===== src/rtl/forwarding_ctrl.sv =====
// Operand-forwarding select and load-use stall control for the 5-stage RV32I pipeline.
// Tracks destination info of the instructions ahead of ID and registers the execute-stage selects.
module forwarding_ctrl #(
    parameter bit         LOAD_USE_STALL = 1'b1,
    parameter logic [6:0] I_TYPE_LOAD    = 7'b0000011
) (
    input  logic       clock,
    input  logic       reset,
    input  logic       id_valid,
    input  logic [6:0] id_opcode,
    input  logic [4:0] id_rs1,
    input  logic [4:0] id_rs2,
    input  logic [4:0] id_rd,
    input  logic       id_regwrite,
    input  logic       id_uses_rs1,
    input  logic       id_uses_rs2,
    input  logic       flush,
    output logic [1:0] forward_select_A,
    output logic [1:0] forward_select_B,
    output logic       stall_IF_ID,
    output logic       bubble_EX
);

    typedef struct packed {
        logic       valid;
        logic [4:0] rd;
        logic       regwrite;
    } dst_t;

    typedef struct packed {
        dst_t dst;
        logic is_load;
    } slot_t;

    typedef enum logic {
        RUN   = 1'b0,
        STALL = 1'b1
    } state_t;

    localparam logic [1:0] SEL_NONE = 2'b00;
    localparam logic [1:0] SEL_WB   = 2'b01;
    localparam logic [1:0] SEL_MEM  = 2'b10;

    // The WB-stage copy is not kept: nothing here reads it, and a WB-to-ID
    // collision is covered by register-file write-through.
    slot_t  ex_q, ex_d;
    dst_t   mem_q, mem_d;
    state_t state_q, state_d;
    logic [1:0] sel_a_q, sel_a_d;
    logic [1:0] sel_b_q, sel_b_d;

    logic hazard;
    logic stall;
    logic bubble;

    function automatic logic writes_reg(input dst_t d, input logic [4:0] r);
        return d.valid && d.regwrite && (d.rd == r) && (r != 5'd0);
    endfunction

    function automatic logic [1:0] pick_sel(input logic squash, input logic uses,
                                            input logic [4:0] r,
                                            input dst_t ex_dst, input dst_t mem_dst);
        if (squash || !uses)          return SEL_NONE;
        else if (writes_reg(ex_dst, r))  return SEL_MEM;
        else if (writes_reg(mem_dst, r)) return SEL_WB;
        else                          return SEL_NONE;
    endfunction

    always_comb begin
        hazard = LOAD_USE_STALL && id_valid && ex_q.is_load &&
                 ((id_uses_rs1 && writes_reg(ex_q.dst, id_rs1)) ||
                  (id_uses_rs2 && writes_reg(ex_q.dst, id_rs2)));
    end

    // NOTE: every output of this block gets a default first, so no path
    // through the case can leave a latch behind.
    always_comb begin
        state_d = state_q;
        stall   = 1'b0;
        case (state_q)
            RUN: begin
                stall = hazard && !flush;
                if (stall) state_d = STALL;
            end
            STALL:   state_d = RUN;
            default: state_d = RUN;
        endcase
    end

    assign bubble = stall || flush;

    always_comb begin
        ex_d = '0;
        if (!bubble && id_valid) begin
            ex_d.dst.valid    = 1'b1;
            ex_d.dst.rd       = id_rd;
            ex_d.dst.regwrite = id_regwrite;
            ex_d.is_load      = (id_opcode == I_TYPE_LOAD);
        end
        mem_d   = ex_q.dst;
        sel_a_d = pick_sel(bubble || !id_valid, id_uses_rs1, id_rs1, ex_q.dst, mem_q);
        sel_b_d = pick_sel(bubble || !id_valid, id_uses_rs2, id_rs2, ex_q.dst, mem_q);
    end

    // NOTE: state is updated with non-blocking assignments so every register
    // samples the pre-edge values, independent of statement order.
    always_ff @(posedge clock or posedge reset) begin
        if (reset) begin
            state_q <= RUN;
            ex_q    <= '0;
            mem_q   <= '0;
            sel_a_q <= SEL_NONE;
            sel_b_q <= SEL_NONE;
        end else begin
            state_q <= state_d;
            ex_q    <= ex_d;
            mem_q   <= mem_d;
            sel_a_q <= sel_a_d;
            sel_b_q <= sel_b_d;
        end
    end

    assign forward_select_A = sel_a_q;
    assign forward_select_B = sel_b_q;
    assign stall_IF_ID      = stall;
    assign bubble_EX        = bubble;

endmodule


===== config.mk =====
export PLATFORM = sky130hd
export DESIGN_NAME = forwarding_ctrl
export DESIGN_NICKNAME = d
export VERILOG_FILES = /design/src/rtl/forwarding_ctrl.sv
export SDC_FILE = /design/constraint.sdc
export NUM_CORES = 1
export LEC_CHECK = 0
export ABC_AREA = 0
export CORE_ASPECT_RATIO = 0.75
export CORE_MARGIN = 2
export CORE_UTILIZATION = 25
export DETAILED_ROUTE_END_ITERATION = 12
export PLACE_DENSITY_LB_ADDON = 0.15
export SKIP_LAST_GASP = 1
export SYNTH_ARGS = -nofsm -noshare
export SYNTH_HDL_FRONTEND = slang
export SYNTH_SLANG_ARGS = --single-unit
export TNS_END_PERCENT = 100

===== constraint.sdc =====
create_clock -name clock -period 6.85 [get_ports clock]
set_clock_uncertainty 0.2 [all_clocks]
set_input_delay 1.37 -clock clock [delete_from_list [all_inputs] [get_ports clock]]
set_output_delay 1.37 -clock clock [all_outputs]
set_load 0.02 [all_outputs]

==> results.md, run 1 <==
Clocking:
- Once the clock tree was built, the setup fixing pass inserted 0 buffers.
- In this run the clock root is driven by a sky130_fd_sc_hd__clkbuf_8.
- The number of clock buffers added by TritonCTS is 3.
- The number of hold buffers added after CTS was 0.
- Clock-pin slew was measured on the worst setup and hold paths at 0.06 ns.
- Clock latency on the worst-skew pair, taken at its later pin, is 0.25 ns.
- The H-tree depth reported by CTS is 1.
- Clock tree synthesis found a total of 20 sinks.
- Gates resized during post-CTS repair numbered 0.
- The TritonCTS clock tree is yes.
- The maximum clock insertion buffer count is 2.

Worst setup path:
- The worst setup path is launched from an input port.
- The type of the worst setup path is input port to output pin.
- The endpoint kind of the worst setup timing path is an output pin.
- The endpoint arrival time on the critical path is 3.83 ns.
- The data required time of the worst path is 5.28 ns.
- The peak fanout along the critical path is 11.

Power and ir drop:
- In this run the static leakage power is 0.569 nW.
- The power density relative to cell area is 170 nW/um^2.
- Summing internal, switching and leakage power gives 0.232 mW.
- The peak supply drop is 0.0000646 V.

STA:
- The highest achievable clock rate is 185 MHz.
- The shortest period the worst path allows is 5.40 ns.
- The final count of pins violating max slew is 0.
- The normalized max-slew margin is 51.5%.
- The number of failing hold endpoints at the final stage is 0.
- At the pin with the least slew margin, the transition time is 0.726 ns.
- Setup violations remaining at the end of the flow were counted as 0.
- After layout, the worst path uses 78.8% of the clock period.
- Setup repair after global routing left no endpoint under its margin.
- The setup TNS after final layout is 0 ns.

GRT:
- Global routing used 2.83% of the available met3 tracks.
- The number of antenna violations at the first check in global routing is 0.
- In this run the most used layer during global routing was met2.
- Entering global routing, the biggest net connects 21 pins.
- The global-route track usage on met2 is 16.6%.
- Global routing used 15.8% of the available met1 tracks.
- The first global-routing pass estimated 3590 um of wire.
- In the global route stage, overall resource usage came out at 11.5%.
- The via count of the first global-routing pass is 749.
- The total congestion overflow is 0.

Finish:
- The core occupancy in the finished layout is 37.8%.
- Across the whole layout, storage elements account for 500 um^2.
- Summing all multi-input logic gate instances after layout gives 415 um^2.
- The final-stage net count is 152.
- 0 antenna diodes ended up in the layout.
- The finished cells cover 1370 um^2.
- The filler cell count in the final layout is 373.
- The proportion of layout cells with a drive suffix above 1 is 4.13%.
- Relative to the synthesized area, the layout overhead comes to 46.0%.

Place:
- The area of placed instances is 1330 um^2.
- The placer's final routability congestion estimate is 0.869.
- During placement, the flow inserted port buffers numbering 34.
- The half-perimeter wire length after placement is 1810 um.

Detailed routing:
- The total vias in the final route is 748.
- The detailed-router iteration count before antenna repair is 4.
- The routed wire length is 2140 um.
- The number of vias per cell is 4.32.
- The detail-routed net length per standard cell is 12.4 um.
- The first routing iteration left 17 violations.
- The detail route stage leaves a number of antenna-violating nets equal to 0.
- In the routed design, unresolved DRC markers number 0.

Run:
- The number of max-cap violations is 0.

Logic synthesis:
- The distinct cell type count of the synthesized netlist is 24.
- The post-synthesis area per instance is 10.9 um^2.
- The async set-reset flop share out of synthesis is 100%.
- The post-synthesis cell area is 936 um^2.
- The Yosys step of the flow raised 0 warnings.
- Summed over all instances, the cell type with the most area after synthesis is sky130_fd_sc_hd__dfrtp_1.
- The predominant post-synthesis flop cell is sky130_fd_sc_hd__dfrtp_1.
- After synthesis, the largest area contributor takes up 53.5% of total cell area.
- For this run, the register share of the synthesized area comes to 53.5%.
- The count of flip-flops with a built-in enable after synthesis is 0.
- By area the synthesized netlist is led by sky130_fd_sc_hd__dfrtp_1 (53%), sky130_fd_sc_hd__xnor2_1 (11%), sky130_fd_sc_hd__xor2_1 (7.5%), sky130_fd_sc_hd__nor2_1 (3.6%), sky130_fd_sc_hd__nand2_1 (2.8%).
- The register bit total from synthesis is 20.
- The number of nets in the synthesized netlist is 115.
- The instance count of the mapped netlist is 86.

Hold path:
- The tightest min-delay check is of the flop to flop type.

Floorplan:
- The number of cell rows is 19.
- The floorplan step defined a die boundary enclosing 4250 um^2.
- The y dimension of the die is 57.0 um.
- The initial cell density of the core is 25.9%.
- During I/O placement, the number of pins put on the boundary was 35.
- The core region is 3610 um^2.
- The die outline width is 74.7 um.

Outcome:
- The flow ran to the end, and the final reports show no timing, DRC or antenna violations.
[per-layer routing]
| layer | share of wire, % | vias to the layer above |
|---|---|---|
| met4 | 3.2 | 0 |
| li1 | - | 361 |
| met1 | 46 | 344 |
| met3 | 6.9 | 9 |
| met5 | 0 | - |
| met2 | 43 | 34 |
[synthesized netlist by cell type, types with 2 or more instances]
| master | count |
|---|---|
| sky130_fd_sc_hd__and3_1 | 3 |
| sky130_fd_sc_hd__dfrtp_1 | 20 |
| sky130_fd_sc_hd__nand2_1 | 7 |
| sky130_fd_sc_hd__nand2b_1 | 2 |
| sky130_fd_sc_hd__nand3_1 | 2 |
| sky130_fd_sc_hd__nand4_1 | 3 |
| sky130_fd_sc_hd__nor2_1 | 9 |
| sky130_fd_sc_hd__nor3_1 | 2 |
| sky130_fd_sc_hd__nor4_1 | 3 |
| sky130_fd_sc_hd__or4_1 | 3 |
| sky130_fd_sc_hd__xnor2_1 | 12 |
| sky130_fd_sc_hd__xor2_1 | 8 |
[per-stage QoR]
step	hold WS (ns)	setup WS [ns]	cells
CTS	0.178	1.46	173
floorplan	0.154	2.55	86
finish	0.175	1.45	173
global placement	0.161	1.47	170
detailed placement	0.163	1.46	170
global route	0.208	1.33	173
[final timing paths]
path                           start                   to  slack (ns)  cells past startpoint
hold reg to reg              ex_q[7]             mem_q[6]        0.18                      0
hold / removal               ex_q[7]             mem_q[6]        0.18                      0
max in group asynchronous      reset             mem_q[3]        4.65                      2
setup reg to reg             ex_q[5]              ex_q[6]        4.83                      5
min in group asynchronous      reset  forward_select_A[1]        1.34                      2
setup / recovery           id_rs2[2]            bubble_EX        1.45                      7
[state kept, by name, summed over array words and instances, names as in the netlist]
register	cells
mem_q	7
ex_q	8
forward_select_B	2
forward_select_A	2
state_q	1
[cells in the final DEF, fill, tap and decap left out, types with 2 or more instances in the layout]
cell / n
sky130_fd_sc_hd__clkdlybuf4s50_1: 34
sky130_fd_sc_hd__nand2b_1: 2
sky130_fd_sc_hd__nand3_1: 2
sky130_fd_sc_hd__clkbuf_8: 3
sky130_fd_sc_hd__nand4_1: 3
sky130_fd_sc_hd__xnor2_1: 12
sky130_fd_sc_hd__or4_1: 3
sky130_fd_sc_hd__xor2_1: 8
sky130_fd_sc_hd__nor4_1: 3
sky130_fd_sc_hd__nand2_1: 7
sky130_fd_sc_hd__nor2_1: 9
sky130_fd_sc_hd__and3_1: 3
sky130_fd_sc_hd__nor3_1: 2
sky130_fd_sc_hd__dfrtp_1: 20
[cells by family after synthesis]
| kind of cell | synth area share, % |
|---|---|
| AND/OR/NAND/NOR | 21.7 |
| flip-flops | 53.5 |
| buffers and inverters | 2.14 |
| XOR/XNOR | 18.7 |
| AO/OA/AOI/OAI | 4.01 |
[final cells by class]
cell class              count  share of cell area [%]
clock buffers               3                    3.02
inverters                   1                   0.275
multi-input cells          63                    30.4
flip-flops and latches     20                    36.6
well taps                  52                    4.76
repair buffers             34                    24.9
[worst max-delay path, stage by stage]
cell and delay, ns:
sky130_fd_sc_hd__clkdlybuf4s50_1 0.55, sky130_fd_sc_hd__or4_1 0.16, sky130_fd_sc_hd__o21ai_2 0.07, sky130_fd_sc_hd__nor4_1 0.48, sky130_fd_sc_hd__o21a_1 0.44, sky130_fd_sc_hd__or2_1 0.16
sky130_fd_sc_hd__clkdlybuf4s50_1 0.59
[where the power goes]
group / switching (mW) / internal (mW)
logic: 0.0138 / 0.0221
clock network: 0.0330 / 0.0390
registers: 0.00301 / 0.121
Note: power is estimated with default switching activity, not from simulation.
==> run 2, diff against run 1 <==
==> constraint.sdc (replaced) <==
create_clock -name clock -period 4.7 [get_ports clock]
set_clock_uncertainty 0.2 [all_clocks]
set_input_delay 0.94 -clock clock [delete_from_list [all_inputs] [get_ports clock]]
set_output_delay 0.94 -clock clock [all_outputs]
set_load 0.02 [all_outputs]
==> results.md, run 2 (synthesis results as in run 1) <==
Detailed routing:
- The first TritonRoute pass finished after 4 iterations.
- In this run the remaining antenna-violating nets after routing total 0.
- Summed over all layers, the routed wires come to 2210 um.
- For this run, design rule violations remaining after detail routing come to 0.
- The detail-routed net length per standard cell is 12.7 um.
- The violation count after the first detailed-routing iteration is 29.
- The total vias in the final route is 738.
- After detailed routing, the number of vias per cell comes to 4.22.

STA:
- Setup violations remaining at the end of the flow were counted as 0.
- The shortest period the worst path allows is 4.37 ns.
- Measured against its own limit, the worst slew margin works out to 49.0%.
- For this run, the top clock speed supported by timing is 229 MHz.
- The number of failing hold endpoints at the final stage is 0.
- The final count of pins violating max slew came to 0.
- The setup TNS after final layout is 0 ns.
- The final period utilization is 93.0%.
- Setup repair after global routing left no endpoint under its margin.
- The slew at the pin closest to its max-slew limit is 0.764 ns.

Clocking:
- The hold-fix buffer count after cts is 0.
- The root buffer cell chosen for the clock tree is sky130_fd_sc_hd__clkbuf_8.
- The H-tree depth reported by CTS is 1.
- In this run the deepest clock path goes through 2 buffers.
- TritonCTS created 3 clock buffers.
- TritonCTS built the clock tree.
- The post-CTS repair timing setup buffer count is 0.
- The number of gates resized after CTS was 0.
- After clock tree synthesis, the clock-pin slew on the worst setup and hold paths is 0.07 ns.
- The clock reaches the later pin of the worst-skew pair after 0.25 ns.
- The number of sinks on the clock net is 20.

Floorplan:
- The floorplan has 19 rows.
- The initial cell density of the core is 25.9%.
- The floorplan die area is 4250 um^2.
- The y dimension of the die is 57.0 um.
- The floorplan step set the die width to 74.7 um.
- After floorplanning, the core was sized to cover 3610 um^2.
- For this design the top-level I/O count stands at 35.

Worst setup path:
- For the worst setup path, the data required time is 3.56 ns.
- For the worst setup path, the data arrival time is 3.23 ns.
- Traced cell by cell, the critical path runs through clkdlybuf4s50_1 -> xnor2_1 -> nand4_1 -> nor4_1 -> o21a_1 -> buf_4 -> clkdlybuf4s50_1.
- On the critical path the largest part of the delay comes from buffers and inverters.
- The number of buffer and inverter instances along the worst setup path is 3.
- The startpoint of the most critical register-to-register path is ex_q[4].
- The largest incremental delay on the critical path is 0.62 ns.
- In this run the register-to-register setup slack is 2.74 ns.
- The cell occurring most often along the worst timing path is sky130_fd_sc_hd__clkdlybuf4s50_1.
- The cell type of the slowest stage on the worst timing path is sky130_fd_sc_hd__clkdlybuf4s50_1.
- The capture point of the worst reg-to-reg path is ex_q[6].
- For the worst flop-to-flop path, the logic depth is 6.
- The kind of start point of the critical path is an input port.
- The most critical setup path has its startpoint at id_rs2[0].
- The type of the worst setup path is input port to output pin.
- In this run the worst path has a maximum fanout of 10.
- STA classifies the critical path endpoint as an output pin.

Power and ir drop:
- The power density relative to cell area is 286 nW/um^2.
- The leakage power summed over all cells is 0.589 nW.
- The peak supply drop is 0.000141 V.
- The design draws 0.401 mW.

Hold path:
- In this run the worst hold path is classified as flop to flop.
- Counting instances, the worst hold path has a depth of 0.
- The startpoint identified for the worst hold timing path is ex_q[7].
- The sink of the worst hold path is mem_q[6].

GRT:
- The via count of the first global-routing pass is 702.
- Global routing used 2.47% of the available met3 tracks.
- The first-pass GRT wire length is 3490 um.
- Summed over all layers, the global routing overflow is 0.
- The pin count of the biggest net entering global routing is 21.
- The global routing usage summed across all routing layers is 11.0%.
- The global-route track usage on met2 is 15.5%.
- The number of antenna violations at the first check in global routing is 0.
- For this run, global-route usage on met1 was measured as 16.3%.
- met1 is the most crowded layer.

Finish:
- Counting flops per register, the top entry is ex_q.
- At the end of the flow, the number of nets in the layout was 153.
- The proportion of layout cells with a drive suffix above 1 is 5.69%.
- In the final layout, the registers with the most flip-flops are ex_q (8), mem_q (7).
- The library cell used most frequently in the layout, excluding fill and tap cells, is sky130_fd_sc_hd__clkdlybuf4s50_1.
- In the layout the commonest cells are sky130_fd_sc_hd__clkdlybuf4s50_1 (34), sky130_fd_sc_hd__dfrtp_1 (20), sky130_fd_sc_hd__xnor2_1 (12).
- The filler cell count in the final layout is 374.
- The number of antenna cells inserted is 0.
- The finished layout holds 175 standard cells, fillers aside.
- The layout overhead on the synthesized area is 50.0%.
- The flip-flop count of the largest register, all copies and words added is 8.

Outcome:
- The flow ran to the end, and the final reports show no timing, DRC or antenna violations.

Place:
- Buffers placed on the I/O ports in this run total 34.
- The congestion estimate from routability-driven global placement came to 0.831.
- Once detailed placement completed, the half-perimeter wirelength came to 1830 um.
- The cell count after placement is 171.

Run:
- The number of max-cap violations is 0.
run 2: cell count changes in the layout (fill, tap and decap cells not counted), sizes merged:
cell / before / now
buf: 0 / 1
bufinv: 0 / 1
run 2: worst max-delay path by stage:
stage / slack, ns / to / cells past startpoint
after global placement: 0.35 / bubble_EX / 7
after global routing: 0.18 / stall_IF_ID / 7
after floorplan: 1.26 / bubble_EX / 6
final: 0.33 / stall_IF_ID / 7
after CTS: 0.35 / bubble_EX / 7
after detailed placement: 0.36 / bubble_EX / 7
run 2: power breakdown:
part           internal (mW)  leakage (nW)  switching, mW
sequential             0.177         0.271        0.00421
combinational         0.0321         0.282         0.0209
clock                  0.113        0.0357         0.0535
run 2: metrics by stage:
stage          hold slack, ns  setup WS (ns)  util [%]  area, um^2
3_3_place_gp            0.162          0.354      36.9        1330
2_1_floorplan           0.154           1.26         -         936
3_5_place_dp            0.166          0.359      36.9        1330
5_1_grt                 0.208          0.182      38.9        1400
4_1_cts                 0.184          0.351      38.9        1400
6_report                0.177          0.331      38.9        1400
run 2: routing by layer:
| layer | up-vias | part of all wire [%] |
|---|---|---|
| li1 | 369 | - |
| met1 | 340 | 48 |
| met2 | 25 | 44 |
| met3 | 4 | 6.7 |
| met4 | 0 | 2.0 |
| met5 | - | 0 |
run 2: area by class of cell:
cell class	instances	area [um^2]	share of cell area [%]
Sequential cell	20	500	35.7
Multi-Input combinational cell	63	415	29.6
Timing Repair Buffer	35	348	24.8
Tap cell	52	65.1	4.63
Clock buffer	3	41.3	2.94
Clock inverter	1	30.0	2.14
Inverter	1	3.75	0.267
